$ cat src/rtl/fetch_sequencer.sv
// Byte-serial instruction fetcher: reads one- or two-byte instructions from a 4K ROM
// and offers each to a consumer with a valid/ready handshake.
module fetch_sequencer #(
    parameter logic [11:0] RESET_PC    = 12'h000,
    parameter logic [7:0]  HALT_OPCODE = 8'hFF
) (
    input  logic        clk,
    input  logic        reset,
    input  logic        start,
    input  logic        stall,
    input  logic [7:0]  rom_data,
    input  logic        instr_ready,
    input  logic        pc_load,
    input  logic [11:0] pc_load_value,
    output logic [11:0] rom_addr,
    output logic [11:0] pc,
    output logic [7:0]  instr,
    output logic [7:0]  operand,
    output logic        instr_valid,
    output logic        busy,
    output logic        halted
);

    // state | meaning: IDLE wait start | FETCH opcode | OPERAND 2nd byte | ISSUE offer | HALT wait start
    typedef enum logic [2:0] {
        S_IDLE    = 3'd0,
        S_FETCH   = 3'd1,
        S_OPERAND = 3'd2,
        S_ISSUE   = 3'd3,
        S_HALT    = 3'd4
    } state_t;

    state_t      state_q, state_d;
    logic [11:0] pc_q, pc_d;
    logic [7:0]  instr_q, instr_d;
    logic [7:0]  operand_q, operand_d;
    logic        valid_q, valid_d;
    logic        busy_q, busy_d;
    logic        halted_q, halted_d;

    always_comb begin
        state_d   = state_q;
        pc_d      = pc_q;
        instr_d   = instr_q;
        operand_d = operand_q;
        case (state_q)
            S_IDLE, S_HALT: begin
                if (start) state_d = S_FETCH;
            end
            S_FETCH: begin
                if (!stall) begin
                    instr_d   = rom_data;
                    operand_d = 8'h00;
                    pc_d      = pc_q + 12'd1;
                    // The halt opcode carries no operand, so a resume starts right after it.
                    if (rom_data[7] && (rom_data != HALT_OPCODE)) state_d = S_OPERAND;
                    else                                           state_d = S_ISSUE;
                end
            end
            S_OPERAND: begin
                if (!stall) begin
                    operand_d = rom_data;
                    pc_d      = pc_q + 12'd1;
                    state_d   = S_ISSUE;
                end
            end
            S_ISSUE: begin
                if (instr_ready) begin
                    if (instr_q == HALT_OPCODE) begin
                        state_d = S_HALT;
                    end else begin
                        state_d = S_FETCH;
                        if (pc_load) pc_d = pc_load_value;
                    end
                end
            end
            default: state_d = S_IDLE;
        endcase

        // Status outputs are registered copies of the next state.
        valid_d  = (state_d == S_ISSUE);
        busy_d   = (state_d == S_FETCH) || (state_d == S_OPERAND) || (state_d == S_ISSUE);
        halted_d = (state_d == S_HALT);
    end

    always_ff @(posedge clk or posedge reset) begin
        if (reset) begin
            state_q   <= S_IDLE;
            pc_q      <= RESET_PC;
            instr_q   <= 8'h00;
            operand_q <= 8'h00;
            valid_q   <= 1'b0;
            busy_q    <= 1'b0;
            halted_q  <= 1'b0;
        end else begin
            state_q   <= state_d;
            pc_q      <= pc_d;
            instr_q   <= instr_d;
            operand_q <= operand_d;
            valid_q   <= valid_d;
            busy_q    <= busy_d;
            halted_q  <= halted_d;
        end
    end

    assign rom_addr    = pc_q;
    assign pc          = pc_q;
    assign instr       = instr_q;
    assign operand     = operand_q;
    assign instr_valid = valid_q;
    assign busy        = busy_q;
    assign halted      = halted_q;

endmodule

$ cat config.mk
export PLATFORM = sky130hd
export DESIGN_NAME = fetch_sequencer
export DESIGN_NICKNAME = d
export VERILOG_FILES = /design/src/rtl/fetch_sequencer.sv
export SDC_FILE = /design/constraint.sdc
export NUM_CORES = 1
export LEC_CHECK = 0
export CORE_ASPECT_RATIO = 1.5
export CORE_UTILIZATION = 45
export DETAILED_ROUTE_END_ITERATION = 12
export GPL_TIMING_DRIVEN = 0
export PLACE_DENSITY = 0.8
export SLEW_MARGIN = 20
export SYNTH_ARGS = -nofsm -noshare
export SYNTH_HDL_FRONTEND = slang
export SYNTH_SLANG_ARGS = --single-unit
$ cat constraint.sdc
create_clock -name clk -period 2 [get_ports clk]
set_input_delay 0.3 -clock clk [delete_from_list [all_inputs] [get_ports clk]]
set_output_delay 0.3 -clock clk [all_outputs]
set_load 0.01 [all_outputs]
==> flow_summary_export.csv, run 1 <==
group,metric,value,unit
floorplan,ioPinCount,69,
layout,layout.nets,300,
critical_path,crit_path_end_kind,"output port",
global_routing,grt_max_degree,35,
floorplan,core_area,4030,um^2
sta,fin_crit,1720,ps
job,maxCapViolations,0,
critical_path,r2r-start,"pc[0]",
min_path,hold_class,"input port to async pin",
floorplan,dieArea,4600,um^2
critical_path,critPathArrivalTime,1420,ps
sta,hold_slack,460,ps
cts,ctsLongestPathBuffers,2,
cts,cts_root_buf,"clkbuf_8",
global_routing,grt_first_pass_wirelength,8.14,mm
drt,wl_per_cell,15.5,um
synth,ys_seq_area_frac,0.437,
power,leakagePower,1.13,nW
power,pwr_density_cell,1590,nW/um^2
synth,ys_warn_count,0,
sta,fmax,582,MHz
sta,setup_viol,0,
layout,diodes,0,
sta,tns,0,ps
sta,finalMaxSlewViolations,0,
drt,first_iter_violations,66,
layout,drive_gt1_frac,0.179,
layout,final_cell_count_no_fill,319,
synth,netlist_area,1950,um^2
drt,ant_nets,0,
cts,post_cts_buffers,0,
sta,finalHoldViolCount,0,
floorplan,fp.dieW,55.7,um
drt,drc,0,
global_routing,grt_pass1_vias,1773,
critical_path,cp_slowest_cell,"clkdlybuf4s50_1",
cts,clock_latency,290,ps
cts,cts_resized,0,
power,ir_drop,0.932,mV
cts,cts.sinks,34,
cts,numCtsBuffers,5,
drt,routed_wl,4.94,mm
drt,dr_total_vias,1781,
critical_path,path_cells,"buf_4 -> clkdlybuf4s50_1",
cts,cts.clk_slew.worst_paths,70,ps
placed_design,place_inst,311,
cts,htreeDepth,2,
power,total_power,0.00442,W
sta,worst_pin_slew,723,ps
placed_design,hpwl,3.60,mm
critical_path,rr_endpoint,"pc[8]",
sta,max_slew_margin,0.517,
critical_path,r2r_slack,290,ps
critical_path,rr_worst_depth,6,
sta,min_period_over_period,0.859,
critical_path,cp.required,1700,ps
cts,tritoncts,"done",
global_routing,antenna_found_initial,0,
placed_design,gp_congestion,0.811,
floorplan,rows,28,
global_routing,grt_use_total,0.231,
drt,viasPerCell,5.58,
placed_design,place_area,2680,um^2
layout,syn2layout_area_growth,42.5,%
layout,final_cell_area,2780,um^2
synth,syn_nets,225,
floorplan,initial_utilization,0.483,
placed_design,port-buffer-count,68,
drt,drt-pass1-iter-count,6,
synth,ys_ff_latch,34,
global_routing,grt_overflow_total,0,
critical_path,path_class,"register to output port",
cts,cts.hold.buffers_added,0,
critical_path,cp_max_fo,8,
status,status,"complete, no violations",
critical_path,cpPeakStageDelay,520,ps
synth,synth_cell_types,46,
synth,synthCells,198,
sta,skew,5.23,ps
synth,syn_avg_cell_area,9.83,um^2
sta,grt_setup_unrepaired,"false",
critical_path,crit_path_start_kind,"register",
floorplan,fp.dieH,82.6,um
## cell type report
cell class                 count  area [um^2]
fill                         329         1250
multi-input combinational    134          910
sequential                    34          851
timing repair buffer          68          681
buffer                        25          168
clock buffer                   7         86.3
tap                           45         56.3
inverter                       5         18.8
clock inverter                 1         5.00
## worst max path at each step
stage,startpoint,endpoint,depth (start not counted)
final,pc[0],rom_addr[0],2
after global placement,stall,pc[11],6
after floorplan,pc[0],pc[8],6
after CTS,pc[7],rom_addr[7],2
after detailed placement,stall,pc[10],6
after global routing,stall,pc[3],6
## flip-flops by register name, indices dropped and copies added (netlist names)
| signal | count |
|---|---|
| operand | 8 |
| halted | 1 |
| busy | 1 |
| instr_valid | 1 |
| pc | 12 |
| state_q | 3 |
| instr | 8 |
## placed cells by master (no fill, tap or decap), drive strengths merged, types with 3 or more instances in the layout
cell type and instances:
a21oi 14, a22oi 3, a2bb2oi 3, a31oi 10, and3 4, buf 19, clkbuf 13, clkdlybuf4s50 68
dfrtp 34, inv 5, mux2 8, nand2 21, nand3 5, nand4 4, nor2 8, nor2b 9
o21ai 11, o22a 3, o22ai 5, o2bb2a 4
## kinds of logic after synthesis
group / count (synthesis) / share of synthesized area
flip-flops: 34 / 0.437
adder cells (fa/ha/maj): 1 / 0.00643
buffers and inverters: 30 / 0.0958
AND/OR/NAND/NOR: 61 / 0.170
multiplexers: 9 / 0.0514
AO/OA/AOI/OAI: 62 / 0.235
XOR/XNOR: 1 / 0.00450
## routing by layer
metal / vias up / track usage / wire [um] / share of wire
li1: 861 / - / - / -
met1: 846 / 0.237 / 1910 / 0.39
met2: 67 / 0.455 / 2700 / 0.55
met3: 7 / 0.0436 / 257 / 0.052
met4: 0 / 0.0975 / 82 / 0.017
met5: - / 0 / 0 / 0
## cells in the mapped netlist (all sizes together)
library cell  number  share of area
o22ai              5          0.016
a41oi              2         0.0090
o31a               1         0.0045
a21oi             14          0.036
nand2             21          0.042
o2bb2a             4          0.022
o221a              1         0.0058
a31oi             10          0.032
nor2b              9          0.029
mux2               8          0.046
nand2b             2         0.0064
or4                1         0.0039
and3               4          0.013
nand3b             1         0.0039
buf               19          0.073
xor2               1         0.0045
ha                 1         0.0064
nor3               1         0.0084
and4               1         0.0045
and3b              1         0.0051
nand3              5          0.013
o31ai              2         0.0077
and2               2         0.0077
o22a               3          0.013
a2bb2oi            3          0.020
a22oi              3          0.017
mux2i              1         0.0051
clkbuf             6          0.013
or3b               1         0.0045
dfrtp             34           0.44
o2111ai            1          0.013
nor2               8          0.017
o41ai              2         0.0090
o21ai             11          0.028
nand4              4          0.013
inv                5         0.0096
## critical path: cells and delay by family (launching register included)
family | cells | cell delay [ps]
DFF | 1 | 460
buffers and inverters | 2 | 670
## per-stage QoR
stage	setup WS, ps	util
after floorplan	410	-
after global placement	38.0	0.666
after detailed placement	14.2	0.666
after CTS	279	0.689
after global routing	132	0.689
final	281	0.689
## where the power goes
group          total (W)  internal [W]  switching [W]
combinational    0.00259       0.00144        0.00114
clock           0.000525      0.000278       0.000247
sequential       0.00130      0.000998       0.000306
total            0.00442       0.00272        0.00170
No activity file was read; power rests on OpenSTA's default activity.
==> run 2, diff against run 1 <==
CAP_MARGIN = 10   (was default)
CORE_ASPECT_RATIO = default   (was 1.5)
==> run 2 against run 1 <==
  * Die area shrank 0.12%
  * Sequential share of layout area shrank 0.27 points
  * Count of clock-buffer cells in the layout grew 1
  * Combinational power is essentially flat
  * Critical endpoint is now pc[10]
  * First-iteration DRC count grew 88%
  * Worst hold slack lost 17 ps
  * Maximum frequency shrank 1.8%
  * Non-clock buffer count is the same
==> flow_summary_export.csv, run 2 (same netlist as run 1, synthesis figures left out) <==
group,metric,value,unit
sta,fmax,571,MHz
power,leakagePower,1.14,nW
critical_path,path_class,"register to register",
drt,drc,0,
sta,setup_viol,0,
sta,grt_setup_unrepaired,"false",
power,switching_share,0.383,
critical_path,critPathArrivalTime,1920,ps
critical_path,cp_max_fo,8,
power,p_clk_frac,0.135,
min_path,hold_class,"input port to async pin",
floorplan,ioPinCount,69,
sta,fin_ws,250,ps
cts,clock_latency,300,ps
power,ir_drop,0.835,mV
layout,register_area,851,um^2
floorplan,fp.dieW,67.8,um
status,status,"complete, no violations",
floorplan,fp.dieH,67.8,um
drt,ant_nets,0,
global_routing,grt_overflow_total,0,
cts,cts_resized,0,
job,maxCapViolations,0,
drt,drt-pass1-iter-count,4,
global_routing,grt_use_total,0.239,
layout,mostFrequentLayoutCells,"clkdlybuf4s50_1 (68), dfrtp_1 (34), nand2_1 (20)",
power,pwr-share-seq,0.292,
floorplan,dieArea,4590,um^2
layout,largest_reg_flops,12,
drt,dr_total_vias,1788,
sta,max_slew_margin,0.518,
critical_path,cp.required,2170,ps
layout,layout.nets,300,
cts,cts.sinks,34,
critical_path,cp_slowest_cell,"dfrtp_1",
power,pwr_density_cell,1610,nW/um^2
layout,drive_gt1_frac,0.182,
sta,finalMaxSlewViolations,0,
placed_design,port-buffer-count,68,
sta,skew,13.6,ps
cts,cts.hold.buffers_added,0,
layout,multiInputGateArea,910,um^2
cts,tritoncts,"done",
cts,cts_root_buf,"clkbuf_8",
critical_path,crit_path_start_kind,"register",
cts,post_cts_buffers,0,
sta,fin_crit,1750,ps
layout,nFillCells,338,
sta,worst_pin_slew,722,ps
floorplan,initial_utilization,0.476,
layout,syn2layout_area_growth,43.8,%
power,p_int,0.00279,W
placed_design,hpwl,3.62,mm
cts,numCtsBuffers,5,
power,switchingPower,0.00173,W
floorplan,core_area,4090,um^2
global_routing,grt_pass1_vias,1634,
global_routing,grt_first_pass_wirelength,7.85,mm
critical_path,cp_num_buf_inv,1,
placed_design,dp_worst_setup_slack,81.4,ps
critical_path,crit_path_end_kind,"register",
sta,tns,0,ps
global_routing,antenna_found_initial,0,
cts,ctsLongestPathBuffers,2,
floorplan,rows,23,
layout,diodes,0,
drt,viasPerCell,5.52,
cts,cts.clk_slew.worst_paths,80,ps
critical_path,cpPeakStageDelay,480,ps
sta,min_period_over_period,0.875,
placed_design,gp_congestion,0.852,
power,pwr-share-comb,0.573,
critical_path,critPathTopFamily,"flip-flops",
layout,mostFrequentLayoutCell,"clkdlybuf4s50_1",
drt,wl_per_cell,15.5,um
drt,routed_wl,5.02,mm
cts,htreeDepth,2,
layout,fin_util,0.685,
critical_path,path_cells,"ha_1 -> and3_1 -> clkbuf_1 -> nand3_1 -> o22ai_1 -> a2bb2oi_2",
sta,finalHoldViolCount,0,
drt,first_iter_violations,124,
global_routing,grt_max_degree,35,
==> run 2: cell types whose count changed in the layout (fill, tap and decap cells not counted), sizes merged <==
cell / change
clkbuf: +1
clkinv: -1
==> run 2: metrics by stage <==
step | std cells | power [W] | cell area (um^2) | hold WS (ps)
CTS | 324 | 0.00453 | 2800 | 469
global route | 324 | 0.00482 | 2800 | 531
detailed placement | 316 | 0.00390 | 2690 | 498
floorplan | 198 | 0.00275 | 1950 | 384
global placement | 316 | 0.00385 | 2690 | 489
finish | 324 | 0.00452 | 2800 | 442
==> run 2: worst reg2reg max path, cell delays in order, from the launching register on <==
cell and delay (ps):
dfrtp_1 480, ha_1 230, and3_1 170, clkbuf_1 270
nand3_1 180, o22ai_1 220, a2bb2oi_2 80
==> run 2: worst paths after layout <==
path / start / end / slack (ps) / cells after the start
hold / removal: reset / pc[9] / 440 / 2
min in group clk: operand[0] / operand[0] / 510 / 2
max in group asynchronous: reset / instr[6] / 1090 / 2
setup / recovery: pc[0] / pc[10] / 250 / 6
hold reg to reg: operand[0] / operand[0] / 510 / 2
setup reg to reg: pc[0] / pc[10] / 250 / 6
==> run 2: final cells by class <==
type	instances	area share
sequential	34	0.304
timing repair buffer	68	0.243
multi-input combinational	134	0.325
buffer	25	0.0599
clock buffer	8	0.0393
tap	50	0.0223
inverter	5	0.00670
==> run 2: power by group through the flow <==
stage                     logic [W]  registers [W]  clock network, W
after detailed placement    0.00258        0.00132                 0
after floorplan             0.00136        0.00139                 0
final                       0.00259        0.00132          0.000608
after CTS                   0.00260        0.00132          0.000615
after global routing        0.00281        0.00137          0.000647
after global placement      0.00253        0.00131                 0
==> run 2: per-layer routing <==
layer / part of all wire / GRT usage / vias up
met5: 0 / 0 / -
met4: 0.013 / 0.0911 / 0
met3: 0.049 / 0.0642 / 6
met2: 0.48 / 0.359 / 59
met1: 0.46 / 0.326 / 864
li1: - / - / 859
